[src/rtl/param_fifo.sv]
// Parameterised first-word-fall-through synchronous FIFO with an explicit
// occupancy counter. Define PARAM_FIFO_ERR_EN to build the sticky overflow/underflow flags.
module param_fifo #(
  parameter int WIDTH    = 1,
  parameter int DEPTH    = 32,
  parameter int AF_LEVEL = DEPTH - 2,
  parameter int AE_LEVEL = 2,
  localparam int AW      = $clog2(DEPTH),
  localparam int CW      = AW + 1
) (
  input  logic             clk,
  input  logic             rst,
  input  logic             we,
  input  logic [WIDTH-1:0] din,
  input  logic             re,
  input  logic             flush,
  input  logic             err_clr,
  output logic [WIDTH-1:0] dout,
  output logic             full,
  output logic             empty,
  output logic             almost_full,
  output logic             almost_empty,
  output logic [CW-1:0]    count,
  output logic             overflow,
  output logic             underflow
);

  logic [WIDTH-1:0] mem_q [DEPTH];
  logic [AW-1:0]    wr_ptr_q, wr_ptr_d, rd_ptr_q, rd_ptr_d;
  logic [CW-1:0]    count_q, count_d;
  logic             wr_ok, rd_ok;

  // All status flags decode from the registered count only.
  assign count        = count_q;
  assign full         = (count_q == CW'(DEPTH));
  assign empty        = (count_q == '0);
  assign almost_full  = (count_q >= CW'(AF_LEVEL));
  assign almost_empty = (count_q <= CW'(AE_LEVEL));
  assign dout         = mem_q[rd_ptr_q];

  // A full FIFO still accepts a write when a read frees the slot this cycle.
  assign rd_ok = re & ~empty & ~flush;
  assign wr_ok = we & (~full | re) & ~flush;

  always_comb begin
    wr_ptr_d = wr_ptr_q;
    rd_ptr_d = rd_ptr_q;
    count_d  = count_q;
    if (flush) begin
      wr_ptr_d = '0;
      rd_ptr_d = '0;
      count_d  = '0;
    end else begin
      if (wr_ok) wr_ptr_d = wr_ptr_q + 1'b1;
      if (rd_ok) rd_ptr_d = rd_ptr_q + 1'b1;
      case ({wr_ok, rd_ok})
        2'b10:   count_d = count_q + 1'b1;
        2'b01:   count_d = count_q - 1'b1;
        default: count_d = count_q;
      endcase
    end
  end

  always_ff @(posedge clk or posedge rst) begin
    if (rst) begin
      wr_ptr_q <= '0;
      rd_ptr_q <= '0;
      count_q  <= '0;
    end else begin
      wr_ptr_q <= wr_ptr_d;
      rd_ptr_q <= rd_ptr_d;
      count_q  <= count_d;
    end
  end

  // Storage is never cleared; pointers and count define what is valid.
  always_ff @(posedge clk) begin
    if (wr_ok) mem_q[wr_ptr_q] <= din;
  end

`ifdef PARAM_FIFO_ERR_EN
  logic ovf_q, ovf_d, unf_q, unf_d;

  // A new error in the same cycle as err_clr wins over the clear.
  always_comb begin
    ovf_d = ovf_q;
    unf_d = unf_q;
    if (err_clr) begin
      ovf_d = 1'b0;
      unf_d = 1'b0;
    end
    if (we & full & ~re & ~flush) ovf_d = 1'b1;
    if (re & empty & ~flush)      unf_d = 1'b1;
  end

  always_ff @(posedge clk or posedge rst) begin
    if (rst) begin
      ovf_q <= 1'b0;
      unf_q <= 1'b0;
    end else begin
      ovf_q <= ovf_d;
      unf_q <= unf_d;
    end
  end

  assign overflow  = ovf_q;
  assign underflow = unf_q;
`else
  logic unused_err_clr;
  assign unused_err_clr = err_clr;
  assign overflow       = 1'b0;
  assign underflow      = 1'b0;
`endif

endmodule

[config.mk]
export PLATFORM = sky130hd
export DESIGN_NAME = param_fifo
export DESIGN_NICKNAME = d
export VERILOG_FILES = /design/src/rtl/param_fifo.sv
export SDC_FILE = /design/constraint.sdc
export NUM_CORES = 1
export LEC_CHECK = 0
export BUFFER_PORTS_ARGS = -buffer_cell sky130_fd_sc_hd__buf_2
export CORE_MARGIN = 3
export CORE_UTILIZATION = 43
export CTS_BUF_LIST = sky130_fd_sc_hd__clkbuf_8
export DETAILED_ROUTE_END_ITERATION = 7
export GPL_ROUTABILITY_DRIVEN = 0
export HOLD_SLACK_MARGIN = 0.06
export MAX_ROUTING_LAYER = met4
export PLACE_DENSITY = 0.66
export SYNTH_ARGS = -nofsm -noshare
export SYNTH_HDL_FRONTEND = slang
export SYNTH_SLANG_ARGS = --single-unit
[constraint.sdc]
create_clock -name clk -period 7.6 [get_ports clk]
set_clock_uncertainty 0.05 [all_clocks]
set_input_delay 0.76 -clock clk [delete_from_list [all_inputs] [get_ports clk]]
set_output_delay 0.76 -clock clk [all_outputs]
set_load 0.005 [all_outputs]
* Word-level counts from Yosys, hierarchy flattened
Memories as Yosys holds them, arrays and structs flattened.
Cells that the tools add are included.
Widths: inputs -> output; s select.
** Storage, ports and cells
- Bits in registers :: 16
- Memories kept :: 1
- Bits of input ports :: 7
- Word-level logic and storage cells :: 33
- RAM bits :: 32
- Output and inout bits :: 13
** Cells by class
- $lt $le $gt $ge :: 2
- Equal/unequal tests :: 3
- Muxes and demuxes :: 8
- Reductions and logical operators :: 4
- Bitwise logic cells :: 8
- Add/sub/neg operators :: 4
** Memories
- mem_q :: depth 32, bits a word 1, read ports 1, clocked after Yosys merged registers in 0, write ports 1, line 28 : logic [WIDTH-1:0] mem_q [DEPTH];
** Operator list (number)
- $mux 5 :: 4
- $pmux 6 s2 :: 1
- $add 5x1->5 const B :: 2
- $add 6x1->6 const B :: 1
- $eq 6x6->1 const B :: 1
- $ge 6x5->1 const B :: 1
- $le 6x2->1 const B :: 1
- $logic_not 6->1 :: 1
- $mux 6 :: 1
- $sub 6x1->6 const B :: 1
- $and 1x1->1 :: 4
- $reduce_bool 2->1 :: 2
- $not 1->1 :: 3
- $reduce_bool 3->1 :: 1
- $eq 2x1->1 const B :: 1
- $eq 2x2->1 const B :: 1
- $mux 1 :: 2
- $or 1x1->1 :: 1

* Longest topological paths before layout
Gate-level depths: netlist of the first run.
- Depth after elaboration :: 8
- Gate-level depth with buffers :: 10
- Gate-level depth less buffers :: 9

* Worst setup path before layout of the first run
OpenSTA, ideal clock, no wires.
- Path type :: input to register
- Start :: input port re
- End :: register count_q[5] (netlist: count[5])
- Path slack :: 4048 ps
- Path buffers :: 1
- Stages :: 10
- Arrival :: 3375 ps
- Required time :: 7422 ps
- Library setup time :: 128 ps
- Path through :: or4b_1 -> o21a_1 -> buf_6 -> nor3_1 -> ha_1 -> a211oi_1 -> o21bai_1 -> a21oi_1 -> mux2i_1 -> mux2_1
** On the way
- Longest elaborated chain between the ends :: 6
- Elaborated cells between the ends (all ways) :: 10
- Those cells by class :: eq/ne: 2; mux: 2; bitwise: 5; reduce/logical: 1
** Ends and longest elaborated chain
- start, declared :: line 15 : input logic re,
- $or 1x1->1 :: line 43 : assign wr_ok = we & (~full | re) & ~flush;
- $and 1x1->1 (2 in a row) :: line 43
- $eq 2x1->1 / $eq 2x2->1 (equally long branches) :: line 56 : case ({wr_ok, rd_ok})
- $pmux 6 s2 :: line 56
- $mux 6 :: line 49 : if (flush) begin
- end signal, assigned :: line 72 : count_q <= count_d;
- end, declared :: line 30 : logic [CW-1:0] count_q, count_d;
Several ways; a longest one is shown, not always the timed one.
A chain may end at the register's enable or synchronous reset.

* Final worst setup path of the first run
- Start :: register count_q[0] (netlist: count[0])
- End :: register count_q[5] (netlist: count[5])
** On the way
- Longest elaborated chain between the ends :: 8
- Elaborated cells between the ends (all ways) :: 16
- Those cells by class :: add/sub: 2; eq/ne: 3; mux: 2; bitwise: 7; reduce/logical: 2
** Ends and longest elaborated chain
- $eq 6x6->1 :: line 35 : assign full = (count_q == CW'(DEPTH));
- $not 1->1 :: line 43
- $or 1x1->1 :: line 43
- $and 1x1->1 (2 in a row) :: line 43
- $eq 2x1->1 / $eq 2x2->1 (equally long branches) :: line 56
- $pmux 6 s2 :: line 56
- $mux 6 :: line 49
Several ways; a longest one is shown, not always the timed one.

==> results of run 1 <==
[layer usage]
layer | vias to the layer above | share of wire, % | routed length [microns] | track usage, %
met5 | - | 0 | 0 | -
li1 | 753 | - | - | -
met1 | 760 | 49 | 2169 | 20.51
met2 | 12 | 48 | 2156 | 23.64
met4 | 0 | 0.99 | 44 | 5.648
met3 | 5 | 2.1 | 93 | 3.579
[stage by stage]
| step | area (sq um) | cells |
|---|---|---|
| after global routing | 2734 | 289 |
| after CTS | 2734 | 289 |
| after global placement | 2626 | 281 |
| after floorplan | 2510 | 203 |
| final | 2734 | 289 |
| after detailed placement | 2626 | 281 |
[report_power, final]
part           internal, mW  switching, mW
registers             0.297         0.0520
clock network        0.0963         0.0836
logic                 0.125          0.100
[logic make-up after synthesis]
logic type | after synthesis | share of synthesized area, %
AND/OR/NAND/NOR | 82 | 15.03
AO/OA/AOI/OAI | 18 | 6.091
flip-flops | 48 | 54.32
multiplexers | 18 | 12.53
other | 1 | 0.1496
XOR/XNOR | 11 | 3.844
buffers and inverters | 14 | 2.745
adder cells (fa/ha/maj) | 10 | 5.292
[state kept, by name, indices dropped and copies added, names as in the netlist]
name,flops
mem_q,32
count,6
rd_ptr_q,5
wr_ptr_q,5
[synth_stat cells, drive strengths merged (3+ instances only)]
cell    number  share of area (%)
inv          4               0.60
a21oi        4               0.80
buf          4                1.2
mux2         7                3.1
nand4        4                1.0
nand2        8                1.2
clkbuf       6               0.90
mux4        10                9.0
nand3b       3               0.90
xnor2        4                1.4
nor2        49                7.3
nor3         4               0.80
nor2b        4                1.0
dfrtp       16                 16
xor2         7                2.4
ha           9                4.5
edfxtp      32                 38
[worst paths after layout]
kind,end,slack (ns)
hold reg to reg,rd_ptr_q[2]$_DFFE_PP0P_,0.57
setup reg to reg,count[5]$_DFFE_PP0P_,3.90
setup / recovery,count[5]$_DFFE_PP0P_,3.90
max in group asynchronous,wr_ptr_q[2]$_DFFE_PP0P_,6.59
hold / removal,rd_ptr_q[2]$_DFFE_PP0P_,0.48
min in group clk,rd_ptr_q[2]$_DFFE_PP0P_,0.57
[worst max-delay path: stages, from the launching register on]
cell and delay (ns):
dfrtp_1 0.52, or4b_1 0.61, o21a_1 0.30, nor3_1 0.54
ha_1 0.37, a211oi_1 0.31, o21bai_1 0.12, a21oi_1 0.21
mux2i_1 0.22, mux2_1 0.33
[layout make-up]
cell class	count	area, sq um
clock buffer	5	68.82
clock inverter	3	38.79
fill	513	2840
inverter	4	15.01
multi-input combinational	141	1080
sequential	48	1361
tap	72	90.09
timing repair buffer	16	80.08
==> results.json, run 1 <==
{
  "cp-startpoint": "count[0]$_DFFE_PP0P_",
  "clock_sinks": 48,
  "max_freq_ghz": 0.2701,
  "areaGrowthSynthToFinish_pct": 9.086,
  "clkSlewWorstSetupHoldPaths_ns": 0.09,
  "synth_warnings": 0,
  "avgRoutedWirePerCell_microns": 15.44,
  "via_count": 1530,
  "yosys_register_bits": 48,
  "portBuffers": 16,
  "drive_gt1_share_pct": 20.28,
  "worst_ir_drop_vdd_v": 0.0001583,
  "syn_area_sq_um": 2506,
  "drc": 0,
  "cts-root-buf": "clkbuf_8",
  "period_needed_ns": 3.702,
  "cp.arrival_ns": 3.84,
  "drt-initial-drc-count": 48,
  "nets": 233,
  "overflow": 0,
  "cp-start-kind": "flop",
  "htree_num_levels": 2,
  "setup_viol": 0,
  "place.detailed.hpwl_microns": 3030,
  "dieArea_sq_um": 6781,
  "synth_edf_count": 32,
  "clockBufferDepth": 2,
  "reg2reg_depth": 9,
  "hold_violations": 0,
  "start_util_pct": 44.96,
  "rsz0062_at_grt": "false",
  "post-cts-setup-buffers": 0,
  "p_leak_nw": 1.044,
  "antenna_found_initial": 0,
  "setup_tns_ns": 0,
  "power.total_mw": 0.7544,
  "fin_crit_sh_pct": 48.72,
  "grt_pass1_wl_microns": 7534,
  "relSlewSlack_pct": 48.70,
  "grt_pass1_vias": 1426,
  "hold_class": "input port to asynchronous set/reset pin",
  "ys_types": 40,
  "ioPinCount": 20,
  "power-per-cell-area_nw_per_um2": 275.9,
  "ant_nets": 0,
  "mostFrequentLayoutCells": "49 x nor2_1, 32 x edfxtp_1, 16 x dfrtp_1, 16 x buf_2, 10 x mux4_2",
  "drv_slew": 0,
  "holdWs_ns": 0.4846,
  "drv_cap": 0,
  "fp.dieH_microns": 82.35,
  "die_x_microns": 82.35,
  "synth.avg_cell_area_sq_um": 12.41,
  "wirelength_microns": 4463,
  "routed_via_density": 5.294,
  "mostFrequentLayoutCell": "nor2_1",
  "grt_util_all_layers_pct": 15.59,
  "cts_tree": "done",
  "syn_inst": 202,
  "layout_setup_ws_ns": 3.898,
  "ctsHoldBuffers": 0,
  "place_ws_ns": 3.572,
  "endpoint_kind": "flop",
  "rows": 27,
  "dr.pass1.iters": 4,
  "criticalPathCategory": "flop to flop",
  "async_flop_share_pct": 33.33,
  "grt_max_degree": 33,
  "r2r-start": "count[0]$_DFFE_PP0P_",
  "clkLatencyLatePin_ns": 0.30,
  "cts_made_buffers": 5,
  "tightest_slew_ns": 0.7661,
  "yosys_most_used_dff": "edfxtp_1",
  "core_area_sq_um": 5574,
  "cts_resized": 0,
  "post-route-util_pct": 49.05,
  "path_max_fanout": 10,
  "synth-seq-area-share_pct": 54.32,
  "worstPathRequired_ns": 7.74,
  "status": "complete, no violations",
  "num_antenna_cells": 0
}
(Power assumes the default switching activity.)
==> run 2, diff against run 1 <==
--- a/config.mk
+++ b/config.mk
@@ -13,7 +13,7 @@
 export GPL_ROUTABILITY_DRIVEN = 0
 export HOLD_SLACK_MARGIN = 0.06
 export MAX_ROUTING_LAYER = met4
-export PLACE_DENSITY = 0.66
+export PLACE_DENSITY = 0.69
 export SYNTH_ARGS = -nofsm -noshare
 export SYNTH_HDL_FRONTEND = slang
 export SYNTH_SLANG_ARGS = --single-unit
==> constraint.sdc (replaced) <==
create_clock -name clk -period 3 [get_ports clk]
set_clock_uncertainty 0.05 [all_clocks]
set_input_delay 0.3 -clock clk [delete_from_list [all_inputs] [get_ports clk]]
set_output_delay 0.3 -clock clk [all_outputs]
set_load 0.005 [all_outputs]
==> run 2 against run 1 <==
Worst setup slack worse by 3.7 ns; global-route usage decreased by 0.32 points; worst hold slack got worse by 0.44 ns; final cell count grew 3.8%; largest cell class unchanged; sequential power increased by 130%; die area is the same; critical path depth rose by 1; register-to-register slack got worse by 3.7 ns; non-clock buffer count grew 11; largest power group is now combinational logic.
==> results.json, run 2 (synthesis results as in run 1) <==
{
  "status": "complete, no violations",
  "drt-initial-drc-count": 95,
  "dpl_cell_area_sq_um": 2730,
  "ant_nets": 0,
  "stdcell_area_sq_um": 2848,
  "r2r-start": "count[2]$_DFFE_PP0P_",
  "worstPathRequired_ns": 3.13,
  "overflow": 0,
  "dp_cells": 292,
  "clock_sinks": 48,
  "max_freq_ghz": 0.3525,
  "seq_power_share_pct": 39.9,
  "clkSlewWorstSetupHoldPaths_ns": 0.09,
  "setup_viol": 0,
  "top_register": "mem_q",
  "rsz0062_at_grt": "false",
  "fin_crit_sh_pct": 94.56,
  "grt_max_degree": 33,
  "drv_cap": 0,
  "period_needed_ns": 2.837,
  "cts-root-buf": "clkbuf_8",
  "holdWs_ns": 0.04381,
  "path_max_fanout": 4,
  "start_util_pct": 44.96,
  "hold_class": "input port to asynchronous set/reset pin",
  "power.share.clock_pct": 20.2,
  "drv_slew": 0,
  "worst_ir_drop_vdd_v": 0.0003651,
  "tightest_slew_ns": 0.7736,
  "p_switching_mw": 0.6488,
  "ioPinCount": 20,
  "dr.pass1.iters": 4,
  "routed_via_density": 5.307,
  "avgRoutedWirePerCell_microns": 15.42,
  "largest_reg_flops": 32,
  "rows": 27,
  "place.detailed.hpwl_microns": 3197,
  "die_x_microns": 82.35,
  "grt_pass1_vias": 1480,
  "relSlewSlack_pct": 48.20,
  "cp.arrival_ns": 2.97,
  "stdcell_count": 300,
  "ctsHoldBuffers": 0,
  "criticalPathCategory": "flop to flop",
  "areaGrowthSynthToFinish_pct": 13.63,
  "dieArea_sq_um": 6781,
  "post-cts-setup-buffers": 0,
  "via_count": 1592,
  "antenna_found_initial": 0,
  "grt_util_all_layers_pct": 15.27,
  "p_int_mw": 1.348,
  "cts_tree": "done",
  "nets": 244,
  "cp-startpoint": "count[2]$_DFFE_PP0P_",
  "cp-start-kind": "flop",
  "grt_pass1_wl_microns": 7445,
  "hold_violations": 0,
  "core_area_sq_um": 5574,
  "mostFrequentLayoutCells": "49 x nor2_1, 32 x edfxtp_1, 16 x buf_2, 15 x dfrtp_1, 11 x buf_4",
  "p_leak_nw": 1.092,
  "cts_resized": 0,
  "cts_made_buffers": 5,
  "pwr-share-comb_pct": 40.0,
  "fp.dieH_microns": 82.35,
  "p_sw_share_pct": 32.50,
  "drive_gt1_share_pct": 27.19,
  "htree_num_levels": 2,
  "clkLatencyLatePin_ns": 0.30,
  "mostFrequentLayoutCell": "nor2_1",
  "num_antenna_cells": 0,
  "power-per-cell-area_nw_per_um2": 701.1,
  "clockBufferDepth": 2,
  "portBuffers": 16,
  "n_fill_cell": 489,
  "setup_tns_ns": 0,
  "endpoint_kind": "flop",
  "drc": 0,
  "wirelength_microns": 4627
}
-- run 2: layer usage --
layer  GRT usage (%)  share of wire, %
met5               -                 0
met4           3.987               1.0
met3           3.254               2.4
met2           25.80                52
met1           18.57                45
-- run 2: worst paths after layout --
| kind | cells after the start | slack [ns] | end |
|---|---|---|---|
| worst max-delay path | 10 | 0.16 | count[5]$_DFFE_PP0P_ |
| worst min-delay path | 2 | 0.04 | rd_ptr_q[0]$_DFFE_PP0P_ |
| worst max register to register | 10 | 0.16 | count[5]$_DFFE_PP0P_ |
| worst min register to register | 2 | 0.58 | rd_ptr_q[2]$_DFFE_PP0P_ |
| max in group asynchronous | 2 | 2.38 | count[0]$_DFFE_PP0P_ |
| min in group clk | 2 | 0.38 | rd_ptr_q[2]$_DFFE_PP0P_ |
-- run 2: power groups by stage --
stage	clock, mW	sequential (mW)	combinational (mW)
2_1_floorplan	0	0.837	0.491
3_3_place_gp	0	0.809	0.756
3_5_place_dp	0	0.810	0.774
4_1_cts	0.414	0.796	0.777
5_1_grt	0.436	0.804	0.882
6_report	0.403	0.796	0.798
-- run 2: cell type report --
class,count,area (sq um),share of cell area (%)
clock buffer,6,82.58,2.900
clock inverter,2,15.01,0.5272
inverter,4,15.01,0.5272
multi-input combinational,141,1120,39.32
sequential,48,1363,47.85
tap,72,90.09,3.163
timing repair buffer,27,162.7,5.712
-- run 2: through the flow --
stage	worst slack [ns]	util [%]	total power [mW]
floorplan	0.001406	-	1.328
global placement	0.02888	48.98	1.565
detailed placement	-0.01274	48.98	1.585
CTS	0.03893	50.73	1.988
global route	0.01424	51.09	2.122
finish	0.1633	51.09	1.996
-- run 2: worst max-delay path: stages, from the launching register on --
cell and delay [ns]:
dfrtp_1 0.39, or3_4 0.42, o41ai_4 0.38, nor3_4 0.10
buf_4 0.16, ha_1 0.30, o21ai_1 0.11, o21bai_1 0.10
a21oi_2 0.14, mux2i_1 0.21, mux2_1 0.34
==> run 3, diff against run 2 <==
--- a/config.mk
+++ b/config.mk
@@ -6,6 +6,7 @@
 export NUM_CORES = 1
 export LEC_CHECK = 0
 export BUFFER_PORTS_ARGS = -buffer_cell sky130_fd_sc_hd__buf_2
+export CORE_ASPECT_RATIO = 0.6
 export CORE_MARGIN = 3
 export CORE_UTILIZATION = 43
 export CTS_BUF_LIST = sky130_fd_sc_hd__clkbuf_8
@@ -13,7 +14,8 @@
 export GPL_ROUTABILITY_DRIVEN = 0
 export HOLD_SLACK_MARGIN = 0.06
 export MAX_ROUTING_LAYER = met4
-export PLACE_DENSITY = 0.69
+export PLACE_DENSITY = 0.65
+export SKIP_LAST_GASP = 1
 export SYNTH_ARGS = -nofsm -noshare
 export SYNTH_HDL_FRONTEND = slang
 export SYNTH_SLANG_ARGS = --single-unit
==> run 3 against run 2 <==
Flip-flop and latch count stayed put; combinational power up 6.8%; total power is 5.8% higher; final cell count is 3.0% higher; final area grew 2.5%; clock power grew 15%; utilization is 3.7 points higher; non-clock buffer count grew 4; worst hold slack better by 0.33 ns; clock-buffer cell count down 1; die area is 0.44% higher; largest cell class unchanged; sequential power about the same.
==> results.json, run 3 (synthesis results as in run 1) <==
{
  "status": "complete, no violations",
  "cp-endpoint": "count[5]$_DFFE_PP0P_",
  "cp-startpoint": "count[1]$_DFFE_PP0P_",
  "ioPinCount": 20,
  "drv_cap": 0,
  "post-route-util_pct": 54.74,
  "drt-initial-drc-count": 124,
  "endpoint_kind": "flop",
  "dieArea_sq_um": 6811,
  "clockBufferDepth": 2,
  "grt_max_degree": 33,
  "whs_path_depth": 2,
  "rsz0062_at_grt": "true",
  "path_max_fanout": 4,
  "r2r_end": "count[5]$_DFFE_PP0P_",
  "core_area_sq_um": 5330,
  "fin_crit_sh_pct": 99.53,
  "hold_violations": 0,
  "clock_sinks": 48,
  "tightest_slew_ns": 0.7481,
  "ant_nets": 0,
  "via_count": 1611,
  "rrSetupSlack_ns": 0.01,
  "cts-root-buf": "clkbuf_8",
  "wirelength_microns": 5261,
  "post-cts-setup-buffers": 0,
  "p_leak_nw": 1.122,
  "portBuffers": 16,
  "criticalPathCategory": "flop to flop",
  "hold_class": "input port to flop",
  "cp.arrival_ns": 3.14,
  "reg2reg_depth": 9,
  "areaGrowthSynthToFinish_pct": 16.43,
  "grt_pass1_wl_microns": 8714,
  "setup_viol": 0,
  "power-per-cell-area_nw_per_um2": 723.7,
  "cts_made_buffers": 5,
  "routed_via_density": 5.214,
  "clkSlewWorstSetupHoldPaths_ns": 0.09,
  "worst_ir_drop_vdd_v": 0.0003607,
  "start_util_pct": 47.02,
  "place.detailed.hpwl_microns": 3775,
  "fp.dieH_microns": 65.14,
  "avgRoutedWirePerCell_microns": 17.03,
  "r2r-start": "count[1]$_DFFE_PP0P_",
  "dr.pass1.iters": 4,
  "drc": 0,
  "period_needed_ns": 2.986,
  "rows": 20,
  "mostFrequentLayoutCells": "49 x nor2_1, 32 x edfxtp_1, 16 x buf_2, 15 x dfrtp_1, 13 x buf_4",
  "htree_num_levels": 2,
  "clkLatencyLatePin_ns": 0.32,
  "nets": 248,
  "drive_gt1_share_pct": 28.02,
  "largest_reg_flops": 32,
  "num_antenna_cells": 0,
  "die_x_microns": 104.6,
  "relSlewSlack_pct": 49.91,
  "antenna_found_initial": 0,
  "grt_pass1_vias": 1629,
  "drv_slew": 0,
  "overflow": 0,
  "worstPathRequired_ns": 3.16,
  "cts_tree": "done",
  "cp-start-kind": "flop",
  "mostFrequentLayoutCell": "nor2_1",
  "holdWs_ns": 0.3718,
  "n_fill_cell": 450,
  "grt_util_all_layers_pct": 17.49,
  "top_register": "mem_q",
  "max_freq_ghz": 0.3349
}
## run 3: changes by cell type in the layout (fill, tap and decap cells not counted), sizes merged
cell	change
clkinv	+2
buf	+3
dlygate4sd3	+1
clkinvlp	-2
clkbuf	-1
bufinv	+1
## run 3: critical path, cell delays in order (launching register included)
cell and delay (ns):
dfrtp_1 0.40, or4b_4 0.54, o21a_4 0.22, nor3_4 0.30, ha_4 0.26, a211oi_2 0.22, o21bai_1 0.13, a21oi_2 0.18
mux2i_1 0.23, mux2_1 0.34
## run 3: what timing repair did
item	in CTS	in global routing
hold buffers	1	0
resized for setup	0	6
pin swaps	1	3
endpoints found under the setup margin	1	2
endpoints found under the hold margin	16	0
## run 3: worst min path at each step
stage | start | end | slack, ns
global placement | rst | count[1]$_DFFE_PP0P_ | 0.37
finish | flush | rd_ptr_q[0]$_DFFE_PP0P_ | 0.37
CTS | flush | rd_ptr_q[0]$_DFFE_PP0P_ | 0.37
floorplan | rst | count[1]$_DFFE_PP0P_ | 0.16
detailed placement | rst | rd_ptr_q[4]$_DFFE_PP0P_ | 0.37
global route | flush | rd_ptr_q[0]$_DFFE_PP0P_ | 0.39
## run 3: area by class of cell
class / instances / area (sq um) / share of cell area (%)
well taps: 77 / 96.34 / 3.302
clock buffers: 5 / 68.82 / 2.358
multi-input cells: 141 / 1139 / 39.02
inverters: 4 / 15.01 / 0.5146
repair buffers: 31 / 198.9 / 6.818
clock inverters: 3 / 37.54 / 1.286
flip-flops and latches: 48 / 1363 / 46.70
## run 3: per-stage QoR
| stage | TNS [ns] | total power, mW | std cells | setup WS [ns] | cell area (sq um) |
|---|---|---|---|---|---|
| 6_report | 0 | 2.112 | 309 | 0.01401 | 2918 |
| 5_1_grt | -0.1638 | 2.240 | 309 | -0.08389 | 2918 |
| 4_1_cts | 0 | 2.083 | 309 | 0.005623 | 2875 |
| 3_5_place_dp | -0.03674 | 1.623 | 300 | -0.03674 | 2759 |
| 3_3_place_gp | 0 | 1.617 | 300 | 0.02065 | 2759 |
| 2_1_floorplan | 0 | 1.328 | 203 | 0.001406 | 2531 |
## run 3: routing by layer
layer	global-route usage, %	share of wire, %
met5	-	0
met3	4.514	5.1
met2	21.95	40
met4	6.468	1.6
met1	26.68	54
## run 3: report_power, final
group          switching (mW)  internal, mW  total [mW]  leakage [nW]
registers              0.0401         0.755       0.795         0.503
clock network           0.222         0.243       0.464        0.0532
logic                   0.434         0.418       0.852         0.566
total                   0.696          1.42        2.11          1.12
